<file path="config.mk">
export PLATFORM = sky130hd
export DESIGN_NAME = pipe_reg_de
export DESIGN_NICKNAME = d
export VERILOG_FILES = /design/src/rtl/pipe_pkg.sv /design/src/rtl/pipe_skid_buf.sv /design/src/rtl/pipe_reg_de.sv
export SDC_FILE = /design/constraint.sdc
export NUM_CORES = 1
export LEC_CHECK = 0
export BUFFER_PORTS_ARGS = -buffer_cell sky130_fd_sc_hd__buf_2
export CAP_MARGIN = 10
export CORE_ASPECT_RATIO = 0.5
export CORE_UTILIZATION = 52
export DETAILED_ROUTE_END_ITERATION = 10
export GPL_TIMING_DRIVEN = 0
export HOLD_SLACK_MARGIN = 0.15
export PLACE_DENSITY_LB_ADDON = 0.2
export SYNTH_ARGS = -nofsm -noshare
export SYNTH_HDL_FRONTEND = slang
export SYNTH_SLANG_ARGS = --single-unit
</file>
<file path="constraint.sdc">
create_clock -name clk_i -period 5.3 [get_ports clk_i]
set_input_delay 0.265 -clock clk_i [delete_from_list [all_inputs] [get_ports clk_i]]
set_output_delay 0.265 -clock clk_i [all_outputs]
set_load 0.02 [all_outputs]
</file>
<file path="src/rtl/pipe_pkg.sv">
// -----------------------------------------------------------------------------
// pipe_pkg
// Shared types for the decode-to-execute pipeline stage.
//   ctrl_t      : packed 11-bit control bundle carried from D to E
//   CTRL_WIDTH  : width of ctrl_t
//   ctrl_bubble : clears the side-effect fields (reg_write, mem_write, jump,
//                 branch) of a bundle that is not backed by a valid instruction
// -----------------------------------------------------------------------------
package pipe_pkg;

    typedef struct packed {
        logic       reg_write;
        logic [1:0] result_src;
        logic       mem_write;
        logic       jump;
        logic       branch;
        logic [3:0] alu_ctrl;
        logic       alu_src;
    } ctrl_t;

    localparam int CTRL_WIDTH = $bits(ctrl_t);

    // A bubble must never write the register file or memory, nor redirect fetch.
    function automatic ctrl_t ctrl_bubble(input ctrl_t ctrl, input logic valid);
        ctrl_t masked;
        masked = ctrl;
        if (!valid) begin
            masked.reg_write = 1'b0;
            masked.mem_write = 1'b0;
            masked.jump      = 1'b0;
            masked.branch    = 1'b0;
        end else begin
            masked = ctrl;
        end
        return masked;
    endfunction

endpackage

</file>
<file path="src/rtl/pipe_skid_buf.sv">
// -----------------------------------------------------------------------------
// pipe_skid_buf
// Generic single-entry skid buffer. Holds one payload word when the downstream
// register is stalled. `ready` comes straight from a flop so the upstream
// handshake has no combinational path from downstream.
// Ports:
//   clk, rst_n : clock, asynchronous active-low reset
//   clear      : synchronous flush, empties the entry (wins over push/pop)
//   push       : capture din into the entry
//   pop        : release the entry (caller guarantees push and pop never overlap)
//   din / dout : payload in / stored payload
//   full       : entry occupied
//   ready      : registered complement of full
// -----------------------------------------------------------------------------
module pipe_skid_buf #(
    parameter int WIDTH = 8
) (
    input  logic             clk,
    input  logic             rst_n,
    input  logic             clear,
    input  logic             push,
    input  logic             pop,
    input  logic [WIDTH-1:0] din,
    output logic [WIDTH-1:0] dout,
    output logic             full,
    output logic             ready
);

    logic             full_r;
    logic             ready_r;
    logic [WIDTH-1:0] data_r;

    // Occupancy, registered ready and stored payload.
    always_ff @(posedge clk or negedge rst_n) begin
        if (!rst_n) begin
            full_r  <= 1'b0;
            ready_r <= 1'b1;
            data_r  <= {WIDTH{1'b0}};
        end else if (clear) begin
            full_r  <= 1'b0;
            ready_r <= 1'b1;
        end else if (push) begin
            full_r  <= 1'b1;
            ready_r <= 1'b0;
            data_r  <= din;
        end else if (pop) begin
            full_r  <= 1'b0;
            ready_r <= 1'b1;
        end else begin
            full_r  <= full_r;
            ready_r <= ready_r;
        end
    end

    assign dout  = data_r;
    assign full  = full_r;
    assign ready = ready_r;

endmodule

</file>
<file path="src/rtl/pipe_reg_de.sv">
// -----------------------------------------------------------------------------
// pipe_reg_de
// Elastic decode-to-execute pipeline register with valid/ready handshake,
// flush, bubble-safe control and a saturating stall-cycle counter.
// Build option:
//   PIPE_SKID_EN : adds a one-entry skid buffer (pipe_skid_buf) so that
//                  ready_d_o is a flop output; otherwise ready_d_o is
//                  !valid_e_o || ready_e_i.
// Ports:
//   clk_i, rst_ni          : clock, asynchronous active-low reset
//   flush_i                : drop the E instruction and the incoming D one
//   valid_d_i / ready_d_o  : decode-side handshake
//   *_d_i                  : decode payload (rd1, rd2, imm_ext, pc, pc_plus4,
//                            rd_addr, ctrl)
//   valid_e_o / ready_e_i  : execute-side handshake
//   *_e_o                  : registered payload; ctrl_e_o side-effect fields
//                            read 0 while valid_e_o is 0
//   stall_cnt_o            : saturating count of stall cycles
// -----------------------------------------------------------------------------
module pipe_reg_de
    import pipe_pkg::*;
#(
    parameter int DATA_WIDTH     = 32,
    parameter int ADDRESS_WIDTH  = 32,
    parameter int REG_ADDR_WIDTH = 5,
    parameter int CNT_WIDTH      = 16
) (
    input  logic                      clk_i,
    input  logic                      rst_ni,
    input  logic                      flush_i,
    input  logic                      valid_d_i,
    output logic                      ready_d_o,
    input  logic [DATA_WIDTH-1:0]     rd1_d_i,
    input  logic [DATA_WIDTH-1:0]     rd2_d_i,
    input  logic [DATA_WIDTH-1:0]     imm_ext_d_i,
    input  logic [ADDRESS_WIDTH-1:0]  pc_d_i,
    input  logic [ADDRESS_WIDTH-1:0]  pc_plus4_d_i,
    input  logic [REG_ADDR_WIDTH-1:0] rd_addr_d_i,
    input  logic [CTRL_WIDTH-1:0]     ctrl_d_i,
    output logic                      valid_e_o,
    input  logic                      ready_e_i,
    output logic [DATA_WIDTH-1:0]     rd1_e_o,
    output logic [DATA_WIDTH-1:0]     rd2_e_o,
    output logic [DATA_WIDTH-1:0]     imm_ext_e_o,
    output logic [ADDRESS_WIDTH-1:0]  pc_e_o,
    output logic [ADDRESS_WIDTH-1:0]  pc_plus4_e_o,
    output logic [REG_ADDR_WIDTH-1:0] rd_addr_e_o,
    output logic [CTRL_WIDTH-1:0]     ctrl_e_o,
    output logic [CNT_WIDTH-1:0]      stall_cnt_o
);

    localparam int PAYLOAD_W = 3 * DATA_WIDTH + 2 * ADDRESS_WIDTH
                             + REG_ADDR_WIDTH + CTRL_WIDTH;

    logic [PAYLOAD_W-1:0] payload_d_s;
    logic [PAYLOAD_W-1:0] load_data_s;
    logic [PAYLOAD_W-1:0] payload_e_r;
    logic                 valid_e_r;
    logic                 load_s;
    logic                 xfer_in_s;
    logic                 e_free_s;
    logic                 stall_s;
    logic [CNT_WIDTH-1:0] stall_cnt_r;
    ctrl_t                ctrl_e_s;

    assign payload_d_s = {rd1_d_i, rd2_d_i, imm_ext_d_i, pc_d_i, pc_plus4_d_i,
                          rd_addr_d_i, ctrl_d_i};

    assign xfer_in_s = valid_d_i && ready_d_o;
    // E can take a new word this cycle: it is empty or its word is leaving.
    assign e_free_s  = !valid_e_r || ready_e_i;
    assign stall_s   = valid_e_r && !ready_e_i && !flush_i;

`ifdef PIPE_SKID_EN
    logic [PAYLOAD_W-1:0] skid_data_s;
    logic                 skid_full_s;
    logic                 skid_ready_s;
    logic                 skid_push_s;
    logic                 skid_pop_s;

    // Incoming word parks in the skid only while E is stalled; a held skid
    // word always drains into E before anything new (ready_d_o is low then).
    assign skid_push_s = xfer_in_s && !e_free_s;
    assign skid_pop_s  = e_free_s && skid_full_s;

    pipe_skid_buf #(
        .WIDTH (PAYLOAD_W)
    ) u_skid (
        .clk   (clk_i),
        .rst_n (rst_ni),
        .clear (flush_i),
        .push  (skid_push_s),
        .pop   (skid_pop_s),
        .din   (payload_d_s),
        .dout  (skid_data_s),
        .full  (skid_full_s),
        .ready (skid_ready_s)
    );

    assign ready_d_o = skid_ready_s;

    // Select E's next word: skid first to keep ordering, then decode.
    always_comb begin
        load_s      = 1'b0;
        load_data_s = payload_d_s;
        if (e_free_s) begin
            if (skid_full_s) begin
                load_s      = 1'b1;
                load_data_s = skid_data_s;
            end else if (xfer_in_s) begin
                load_s      = 1'b1;
                load_data_s = payload_d_s;
            end else begin
                load_s      = 1'b0;
            end
        end else begin
            load_s = 1'b0;
        end
    end
`else
    assign ready_d_o = e_free_s;

    // Without a skid, E loads exactly when decode hands over a word.
    always_comb begin
        load_s      = xfer_in_s;
        load_data_s = payload_d_s;
    end
`endif

    // E register: flush beats load; a free E with nothing to load empties.
    always_ff @(posedge clk_i or negedge rst_ni) begin
        if (!rst_ni) begin
            valid_e_r   <= 1'b0;
            payload_e_r <= {PAYLOAD_W{1'b0}};
        end else if (flush_i) begin
            valid_e_r   <= 1'b0;
        end else if (load_s) begin
            valid_e_r   <= 1'b1;
            payload_e_r <= load_data_s;
        end else if (e_free_s) begin
            valid_e_r   <= 1'b0;
        end else begin
            valid_e_r   <= valid_e_r;
        end
    end

    // Saturating stall-cycle counter.
    always_ff @(posedge clk_i or negedge rst_ni) begin
        if (!rst_ni) begin
            stall_cnt_r <= {CNT_WIDTH{1'b0}};
        end else if (stall_s && (stall_cnt_r != {CNT_WIDTH{1'b1}})) begin
            stall_cnt_r <= stall_cnt_r + {{(CNT_WIDTH-1){1'b0}}, 1'b1};
        end else begin
            stall_cnt_r <= stall_cnt_r;
        end
    end

    assign ctrl_e_s = ctrl_t'(payload_e_r[CTRL_WIDTH-1:0]);

    assign {rd1_e_o, rd2_e_o, imm_ext_e_o, pc_e_o, pc_plus4_e_o, rd_addr_e_o}
               = payload_e_r[PAYLOAD_W-1:CTRL_WIDTH];
    assign ctrl_e_o    = ctrl_bubble(ctrl_e_s, valid_e_r);
    assign valid_e_o   = valid_e_r;
    assign stall_cnt_o = stall_cnt_r;

endmodule

</file>
==> summary by stage <==
Drt
The count of vias placed by the detailed router is roughly 6,700. The violation count after the first detailed-routing iteration is 193. The via count normalized by instance count is 4.67. The number of nets with antenna violations after detailed routing is 0.

The first detailed-routing pass ran for 4 iterations. The routed wire length per instance is between 15 and 20 um. In the routed design, unresolved DRC markers number 0.

The routed design has approximately 24,000 um of wire.

Layout
The count of fill cells added during filler insertion is 870. Relative to the synthesized area, the layout overhead comes to 52.2%. For this run, the post-layout net count is ~1,400. The most common cell after layout, fill and taps aside is sky130_fd_sc_hd__buf_2. The library cells used most frequently in the layout, excluding fill and tap cells, are sky130_fd_sc_hd__buf_2, sky130_fd_sc_hd__dfrtp_1, sky130_fd_sc_hd__dlygate4sd3_1. The post-route netlist has 63.9% of its cells at a drive strength greater than 1.

Die
The floorplan die height is 93.3 um. The area enclosed by the die boundary is approximately 0.017 mm2. The floorplan core area is approximately 0.016 mm2. The effective utilization at floorplan is around 55%. 375 I/O pins were placed. The x dimension of the die is 185 um. Row generation in the floorplan step produced 32 rows.

STA
Headroom to the max-slew limit came out at 52.5%. After layout, the worst setup slack is 2.68 ns. The summed negative setup slack over all endpoints is 0 ns. The final worst-path cycle share is 49.4%.

The number of pins with negative max-slew slack in the final report came to 0. For the pin with the worst max-slew slack, the measured transition is 0.707 ns. The clock period minus final worst setup slack is between 2 and 3 ns.

The final hold violation count is 0. Timing would allow up to 382 MHz. Setup repair after global routing left no endpoint under its margin.

The total setup violations reported at the end of the flow is 0. For the final database, setup skew stands at between 0.01 and 0.015 ns.

Global routing
The via count of the first global-routing pass is ~7,300. The first-pass GRT wire length is 36,700 um. Global routing used 7.20% of the available met3 tracks. The maximum number of pins on one net before global-route repair is between 100 and 150. The total global routing track utilization is around 28%. The aggregate global routing overflow is 0. The met2 demand-to-capacity share in global routing is 55.0%. The busiest layer in global routing is met2.

The initial antenna violation count was 1. Global routing consumed, on the met1 layer, 28.5% of the routing resources.

Synthesis
A synthesized cell averages 13.9 um2. The leading register cell type out of synthesis is sky130_fd_sc_hd__dfrtp_1. The area share of the leading cell type in the synthesized netlist is 55.7%. Summing every instance area after synthesis gives a little under 0.009 mm2. Yosys attributes the largest share of cell area to sky130_fd_sc_hd__dfrtp_1, sky130_fd_sc_hd__mux2_2, sky130_fd_sc_hd__buf_4. The synthesized design contains 0 enable-type register cells. The Yosys step of the flow raised 0 warnings. The post-synthesis async set-or-reset flop share is 100%. The number of nets in the synthesized netlist is 808. The unique cell type count in the Yosys netlist is 28. After technology mapping, the gate count stands at 626. Counting flops and latches in the post-synthesis netlist gives around 190.

The cell type with the highest aggregate area in the netlist is sky130_fd_sc_hd__dfrtp_1. The share of synthesized area occupied by flip-flops and latches is 55.7%.

Critical path
The critical path startpoint is valid_e_o$_DFFE_PN0P_. Data on the critical path is required at its endpoint by 5.59 ns. The minimum setup slack among reg-to-reg paths is 2.68 ns. The worst register-to-register path begins at valid_e_o$_DFFE_PN0P_.

STA classifies the critical path startpoint as a flop. The capturing instance or port of the critical path is payload_e_r[125]$_DFFE_PN0P_. The reg-to-reg critical path endpoint is payload_e_r[125]$_DFFE_PN0P_.

The maximum net fanout on the critical path is 10. The setup path with the least slack is of type flop to flop. STA puts the critical path data arrival time at about 2.9 ns. For the worst flop-to-flop path, the logic depth is 5.

STA classifies the critical path endpoint as a flop.

Clock tree
Gates resized during post-CTS repair numbered 0. The cell chosen for the clock root is sky130_fd_sc_hd__clkbuf_16. The CTS sink count is just under 200.

The setup fix buffers added after clock tree synthesis is 0. The CTS clock-pin slew for the worst setup and hold paths is ~0.070 ns. The H-tree was split into 4 levels.

The later pin in the worst-skew pair is clocked with a latency of 0.42 ns. The clock passes through at most 2 buffers. TritonCTS built the clock tree. Buffers inserted during clock tree synthesis total 17.

Power
Of the total power, combinational logic draws 31.9%. The power dissipated by switching net loads is 1370 uW. The share of total power dissipated in the clock network is 26.8%.

The standby leakage power is 0.00660 uW. Net switching is 30.3% of the power. The ratio of total power to cell area is roughly 340 mW/mm2.

Per report_power, the sequential group accounts for 41.4% of the total. IR analysis of the VDD net gives a maximum drop of 0.000238 V. Internal power comes to 3150 uW.

Hold path
The worst hold path belongs to the class input port to async pin.

Placed design
Summed over all nets, the half-perimeter wirelength after detailed placement is 14,700 um. Routability-driven placement finished with a final weighted congestion of 0.800. The pre-CTS setup slack is 2.64 ns. The quantity of I/O buffers inserted on ports is 374.

Status
The run finished with clean final reports.

Run
The number of violations of the max-capacitance limit is 0.
## Yosys cell counts (all sizes together), types with 3 or more instances
master,instances
nand3,4
xor2,13
dfrtp,193
mux2,177
nor4,3
and2,4
clkbuf,5
nand2,5
nand4,3
nor2,7
buf,187
nor3,6
nor3b,4
## final cells by class
cell class                      count  area (um2)  share of cell area [%]
Clock inverter                      8        85.1                   0.645
Tap cell                          221         277                    2.09
Antenna cell                        1        2.50                  0.0190
Timing Repair Buffer              554        3700                    28.0
Clock buffer                       21         460                    3.49
Inverter                            2        7.51                  0.0569
Buffer                            192        1390                    10.5
Sequential cell                   193        4830                    36.6
Multi-Input combinational cell    239        2440                    18.5
## flip-flops by register name (all words and copies together), names as in the netlist
signal	cells
valid_e_o	1
payload_e_r	176
stall_cnt_o	16
## worst max-delay path, stage by stage, from the launching register on
cell                       delay, ns
sky130_fd_sc_hd__dfrtp_1        0.44
sky130_fd_sc_hd__nor2b_1        0.18
sky130_fd_sc_hd__nor3b_1        0.56
sky130_fd_sc_hd__clkbuf_1       0.54
sky130_fd_sc_hd__buf_2          0.38
sky130_fd_sc_hd__mux2_2         0.40
## logic make-up (layout without fill, tap and decap cells)
family,after synthesis,count (layout),share of synthesized area [%]
xor gates and xnor gates,13,13,1.31
AOI/OAI and AO/OA,4,4,0.260
muxes,177,177,23.0
adders and majority gates,1,1,0.144
buffers and inverters,194,777,16.1
and+or+nand+nor,44,44,3.49
DFF,193,193,55.7
other,0,1,0
## repair_timing
action / 4_1_cts / 5_1_grt
hold buffers: 179 / 0
setup endpoints to repair: 0 / 0
endpoints found under the hold margin: 252 / 0
## per-layer routing
layer	share of wire [%]	vias to the layer above
met1	36	3283
met3	5.2	70
met5	0	-
met4	3.6	0
met2	56	233
li1	-	3092
## worst min path at each step
| stage | startpoint | end | slack (ns) | cells after the start |
|---|---|---|---|---|
| 2_1_floorplan | rst_ni | payload_e_r[0]$_DFFE_PN0P_ | -0.03 | 0 |
| 4_1_cts | ready_e_i | stall_cnt_o[2]$_DFFE_PN0P_ | 0.39 | 5 |
| 3_3_place_gp | flush_i | valid_e_o$_DFFE_PN0P_ | 0.45 | 2 |
| 6_report | rst_ni | payload_e_r[155]$_DFFE_PN0P_ | 0.39 | 2 |
| 5_1_grt | ready_e_i | stall_cnt_o[2]$_DFFE_PN0P_ | 0.43 | 5 |
| 3_5_place_dp | rst_ni | payload_e_r[155]$_DFFE_PN0P_ | 0.28 | 1 |
## power groups by stage
stage | clock, uW | combinational (uW) | sequential [uW]
final | 1210 | 1440 | 1870
after global routing | 1300 | 1520 | 1900
after CTS | 1240 | 1420 | 1850
after detailed placement | 0 | 1310 | 1880
after global placement | 0 | 1280 | 1860
after floorplan | 0 | 902 | 1860
## through the flow
step / cells / utilization, % / cell area (um2) / hold WS, ns / total power, uW
2_1_floorplan: 626 / - / 8670 / -0.0306 / 2760
3_3_place_gp: 1221 / 68.3 / 10800 / 0.446 / 3150
3_5_place_dp: 1222 / 68.5 / 10900 / 0.275 / 3190
4_1_cts: 1430 / 83.2 / 13200 / 0.388 / 4510
5_1_grt: 1431 / 83.2 / 13200 / 0.427 / 4720
6_report: 1431 / 83.2 / 13200 / 0.395 / 4510
Power figures use the tool's default switching activity.
